File: config.mk
export PLATFORM = sky130hd
export DESIGN_NAME = code_sequencer
export DESIGN_NICKNAME = d
export VERILOG_FILES = /design/src/rtl/code_sequencer.sv
export SDC_FILE = /design/constraint.sdc
export NUM_CORES = 2
export LEC_CHECK = 0
export ABC_AREA = 1
export BUFFER_PORTS_ARGS = -buffer_cell sky130_fd_sc_hd__buf_2
export CORE_ASPECT_RATIO = 2
export CORE_MARGIN = 8
export CORE_UTILIZATION = 50
export DETAILED_ROUTE_END_ITERATION = 8
export PLACE_DENSITY = 0.72
export SYNTH_ARGS = -nofsm -noshare
export SYNTH_HDL_FRONTEND = slang
export SYNTH_SLANG_ARGS = --single-unit
File: constraint.sdc
create_clock -name clk -period 8.1 [get_ports clk]
set_input_delay 1.215 -clock clk [delete_from_list [all_inputs] [get_ports clk]]
set_output_delay 1.215 -clock clk [all_outputs]
set_load 0.05 [all_outputs]
File: src/rtl/code_sequencer.sv
// Program store and sequencer: holds control words, presents the word at pc,
// and advances pc on step with absolute jumps and a nested counted-loop stack.
module code_sequencer #(
  parameter int CODE_W     = 12,
  parameter int DEPTH      = 128,
  parameter int ADDR_W     = $clog2(DEPTH),
  parameter int LOOP_DEPTH = 4,
  parameter int CNT_W      = 16
) (
  input  logic                             clk,
  input  logic                             reset,
  input  logic                             enable,
  input  logic                             step,
  input  logic                             jump,
  input  logic [ADDR_W-1:0]                jump_addr,
  input  logic                             loop_end,
  input  logic                             loop_push,
  input  logic [ADDR_W-1:0]                loop_start,
  input  logic [CNT_W-1:0]                 loop_count,
  input  logic                             wr_en,
  input  logic [ADDR_W-1:0]                wr_addr,
  input  logic [CODE_W-1:0]                wr_data,
  output logic [CODE_W-1:0]                code,
  output logic [ADDR_W-1:0]                pc,
  output logic [$clog2(LOOP_DEPTH+1)-1:0]  loop_level,
  output logic                             overflow,
  output logic                             underflow
);

  localparam int LW = $clog2(LOOP_DEPTH + 1);
  localparam int SW = (LOOP_DEPTH > 1) ? $clog2(LOOP_DEPTH) : 1;

  logic [CODE_W-1:0] mem [DEPTH];

  logic [ADDR_W-1:0] pc_q, pc_d;
  logic [LW-1:0]     level_q, level_d;
  logic [ADDR_W-1:0] start_q [LOOP_DEPTH];
  logic [ADDR_W-1:0] start_d [LOOP_DEPTH];
  logic [CNT_W-1:0]  rem_q   [LOOP_DEPTH];
  logic [CNT_W-1:0]  rem_d   [LOOP_DEPTH];
  logic              ovf_q, ovf_d;
  logic              unf_q, unf_d;

  logic [SW-1:0]     top_idx;
  logic [SW-1:0]     push_idx;
  logic              do_step;
  logic              do_push;

  assign do_step = enable && step;
  assign do_push = enable && loop_push;
  assign top_idx = SW'(level_q - LW'(1));

  // NOTE: program memory has no reset; it is loaded through the write port and
  // must keep its contents across a sequencer reset.
  always_ff @(posedge clk) begin
    if (wr_en) begin
      mem[wr_addr] <= wr_data;
    end
  end

  always_comb begin
    // NOTE: every comb output gets a default first so no path can infer a latch.
    pc_d     = pc_q;
    level_d  = level_q;
    start_d  = start_q;
    rem_d    = rem_q;
    ovf_d    = ovf_q;
    unf_d    = unf_q;
    push_idx = '0;

    if (do_step) begin
      if (jump) begin
        pc_d = jump_addr;
      end else if (loop_end) begin
        if (level_q == '0) begin
          unf_d = 1'b1;
          pc_d  = pc_q + ADDR_W'(1);
        end else if (rem_q[top_idx] != '0) begin
          pc_d           = start_q[top_idx];
          rem_d[top_idx] = rem_q[top_idx] - CNT_W'(1);
        end else begin
          level_d = level_q - LW'(1);
          pc_d    = pc_q + ADDR_W'(1);
        end
      end else begin
        pc_d = pc_q + ADDR_W'(1);
      end
    end

    // Push sees the post-pop stack, so a full stack that pops this cycle accepts it.
    if (do_push) begin
      if (level_d == LW'(LOOP_DEPTH)) begin
        ovf_d = 1'b1;
      end else begin
        push_idx          = SW'(level_d);
        start_d[push_idx] = loop_start;
        rem_d[push_idx]   = loop_count;
        level_d           = level_d + LW'(1);
      end
    end
  end

  // NOTE: sequential state uses non-blocking assignments so every register
  // samples the pre-edge values regardless of statement order.
  always_ff @(posedge clk) begin
    if (reset) begin
      pc_q    <= '0;
      level_q <= '0;
      ovf_q   <= 1'b0;
      unf_q   <= 1'b0;
    end else begin
      pc_q    <= pc_d;
      level_q <= level_d;
      ovf_q   <= ovf_d;
      unf_q   <= unf_d;
    end
  end

  // Stack entries above loop_level are dead, so clearing level alone empties it.
  always_ff @(posedge clk) begin
    start_q <= start_d;
    rem_q   <= rem_d;
  end

  always_comb begin
    if (!enable) begin
      code = '0;
    end else if (wr_en && (wr_addr == pc_q)) begin
      code = wr_data;
    end else begin
      code = mem[pc_q];
    end
  end

  assign pc         = pc_q;
  assign loop_level = level_q;
  assign overflow   = ovf_q;
  assign underflow  = unf_q;

endmodule

==> run_results.csv <==
group,metric,value,unit
critical_path,reg2regPathDepth,18,
finish,multi_input_area,17900,um2
finish,fillers,11100,
clock_tree,cts.htree.levels,4,
finish,syn2layout_area_growth,9.43,%
flow_run,drv_cap,0,
critical_path,crit_required,6.88,ns
yosys,syn_nets,6306,
yosys,synthTopCellsByArea,"edfxtp_1 (69%), nand2_1 (13%), nand3_1 (9.5%)",
finish,final_layout_size_suffix_gt1_share,6.99,%
global_routing,groute.usage.overall,25.1,%
detailed_routing,wl,193,mm
clock_tree,cts.path.max_buffers,3,
yosys,postSynthAreaPerCell,11.0,um2
global_routing,grt_max_degree,199,
detailed_routing,first_pass_iters,6,
yosys,synth_common_cells,"nand2_1 (2336), edfxtp_1 (1564), nand3_1 (1302), clkbuf_1 (285), nor2_1 (188)",
yosys,synth_cell_types,36,
critical_path,critPathArrivalTime,5.21,ns
detailed_routing,viasPerCell,5.90,
floorplanning,initial_core_util,50.1,%
floorplanning,ioPinCount,81,
hold_path,hold_class,"reg -> reg",
clock_tree,clockRootBuffer,"clkbuf_16",
critical_path,r2r_slack,2.40,ns
power_and_ir_drop,power.leakage,27.3,nW
critical_path,path_cells,"buf_12, buf_12, nand2_1, nand3_1, nand3_1, a21oi_1, o21ai_0, o21ai_0, nand2_1, nand2_1, nand2_1, inv_1, buf_2",
finish,seq_area,48600,um2
critical_path,critPathMostFrequentCell,"nand2_1",
timing,slew_violations,0,
critical_path,r2r-end,"start_q[6]",
floorplanning,num_rows,192,
critical_path,critical_path_class,"reg -> out",
timing,setup_violations,0,
finish,utilization,54.9,%
critical_path,cp_top_family,"buffers and inverters",
clock_tree,clk_latency,0.75,ns
yosys,yosys.cell_count.top_type,"nand2_1",
yosys,syn-cell-area,68400,um2
place,numPortBuffers,80,
floorplanning,coreArea,136000,um2
hold_path,hold_depth,2,
yosys,yosysSeqAreaShare,71.1,%
global_routing,grt_pass1_vias,46600,
floorplanning,die_w,278,um
yosys,async_flop_share,0,%
timing,fmax,0.156,GHz
power_and_ir_drop,vdd_drop_max,0.000212,V
place,dp.final_hpwl,114,mm
yosys,synth_top_area_cell,"edfxtp_1",
yosys,synth_edf_count,1564,
yosys,syn-instance-count,6237,
clock_tree,cts_inserted_buffers,133,
timing,finClkSkew,0.0183,ns
outcome,status,"finished clean",
yosys,ys_warn_count,0,
critical_path,cp_slowest_stage_delay,0.69,ns
timing,maxSlewHeadroom,10.3,%
timing,finalHoldViolations,0,
hold_path,hold_end,"overflow",
clock_tree,clk_pin_slew_worst_paths,0.07,ns
power_and_ir_drop,p_per_area,241,nW/um2
clock_tree,clkSinkCount,1647,
yosys,synth_top_area_share,68.6,%
yosys,ys_ff_latch,1647,
clock_tree,ctsResizeCount,0,
clock_tree,cts_hold_buf,0,
critical_path,crit_path_start_kind,"register",
timing,rsz0062_at_grt,"no",
clock_tree,cts_setup_buffers,0,
critical_path,crit_path_max_fanout,198,
detailed_routing,drc_errors,0,
yosys,ys.flop_type,"edfxtp_1",
critical_path,r2r-start,"loop_level[0]",
detailed_routing,via_count,47400,
global_routing,antenna_found_initial,3,
global_routing,grt_pass1_wl,286,mm
timing,finalCritPeriodShare,79.4,%
floorplanning,fp.dieH,539,um
global_routing,globalRouteOverflowTotal,0,
critical_path,critPathSlowestCell,"dfxtp_4",
finish,nets,6256,
detailed_routing,wire_per_inst,24.0,um
detailed_routing,ant_nets,0,
place,gp_congestion,0.949,
critical_path,crit_buf_inv,4,
detailed_routing,drt_iter0_drc,4926,
clock_tree,cts_tree,"built",
timing,min_period,6.43,ns
timing,tightest_slew,1.34,ns
timing,fin_setup_tns,0,ns
hold_path,worstHoldStart,"overflow",
floorplanning,die_area,150000,um2
critical_path,end_kind,"primary output",
==> tightest hold or removal path, cell delays in order (launching register included) <==
cell     delay [ns]
dfxtp_1        0.32
inv_1          0.05
a21oi_1        0.05
==> sequential cells by signal, summed over array words and instances (netlist names), named ones only <==
register	cells
underflow	1
start_q	28
pc	7
loop_level	3
overflow	1
mem	1536
rem_q	64
==> cell type report <==
| class | instances | area share [%] |
|---|---|---|
| Antenna cell | 3 | 0.0100 |
| Clock buffer | 159 | 4.69 |
| Timing Repair Buffer | 202 | 1.97 |
| Clock inverter | 72 | 1.06 |
| Tap cell | 1746 | 2.92 |
| Multi-Input combinational cell | 4114 | 23.9 |
| Sequential cell | 1647 | 65.0 |
| Inverter | 89 | 0.486 |
==> power by group <==
part | leakage (nW) | internal, mW | switching (mW)
Sequential | 14.8 | 9.45 | 0.102
Combinational | 10.4 | 0.491 | 1.42
Clock | 2.11 | 3.64 | 2.95
Total | 27.3 | 13.6 | 4.47
==> metal layers <==
layer  share of wire [%]  wire, um  track usage (%)
met5              0.0078        15                0
met4                 9.4     18100             20.4
met3                 7.7     14800             3.74
met1                  33     63700             27.4
met2                  50     96500             43.2
==> cells by family (layout without fill, tap and decap cells) <==
| family | after synthesis | after routing | share of synthesized area, % |
|---|---|---|---|
| and+or+nand+nor | 3905 | 3905 | 24.2 |
| DFF | 1647 | 1647 | 71.1 |
| buffers and inverters | 476 | 522 | 2.80 |
| AOI/OAI and AO/OA | 176 | 176 | 1.42 |
| xor gates and xnor gates | 21 | 21 | 0.269 |
| adders and majority gates | 12 | 12 | 0.219 |
| other | 0 | 3 | 0 |
==> metrics by stage <==
| step | hold WS, ns | setup WS [ns] | cells | power, mW | cell area (um2) |
|---|---|---|---|---|---|
| after floorplan | 0.511 | 3.21 | 6237 | 10.9 | 68400 |
| after global placement | 0.453 | 2.54 | 7798 | 11.6 | 70600 |
| after detailed placement | 0.460 | 2.49 | 7798 | 11.6 | 70600 |
| after CTS | 0.472 | 1.94 | 8029 | 18.1 | 74900 |
| after global routing | 0.477 | 1.59 | 8030 | 18.5 | 74900 |
| final | 0.475 | 1.67 | 8032 | 18.1 | 74900 |
==> worst max path at each step <==
stage / start / endpoint / slack [ns] / cells past startpoint
floorplan: loop_level[0] / start_q[0] / 3.21 / 25
global placement: loop_level[0] / start_q[2] / 2.54 / 18
detailed placement: loop_level[0] / start_q[1] / 2.49 / 18
CTS: register / code[8] / 1.94 / 13
global route: register / code[8] / 1.59 / 13
finish: register / code[8] / 1.67 / 13
==> placed cells by master, fill, tap and decap left out, types with 2 or more instances in the layout <==
| master | instances |
|---|---|
| xor2_1 | 14 |
| clkbuf_16 | 137 |
| ha_1 | 12 |
| clkinvlp_4 | 4 |
| bufinv_16 | 17 |
| inv_4 | 2 |
| nor2_2 | 2 |
| nor3_1 | 12 |
| inv_1 | 76 |
| nand3_2 | 2 |
| o21ai_1 | 4 |
| inv_2 | 5 |
| nor2_1 | 188 |
| a32oi_1 | 2 |
| nor2_4 | 2 |
| diode_2 | 3 |
| dfxtp_1 | 78 |
| nand3_1 | 1302 |
| o21ai_0 | 61 |
| inv_6 | 8 |
| nand2_4 | 4 |
| clkinv_2 | 23 |
| edfxtp_1 | 1564 |
| o211ai_1 | 30 |
| nand4_1 | 36 |
| nand2_2 | 14 |
| clkbuf_1 | 22 |
| nor3_2 | 2 |
| nand3_4 | 4 |
| inv_8 | 2 |
| clkinv_1 | 22 |
| a21oi_1 | 77 |
| dfxtp_4 | 4 |
| buf_4 | 124 |
| nand2_1 | 2333 |
| xnor2_1 | 7 |
| buf_2 | 68 |
| buf_12 | 10 |
Power figures use the tool's default switching activity.
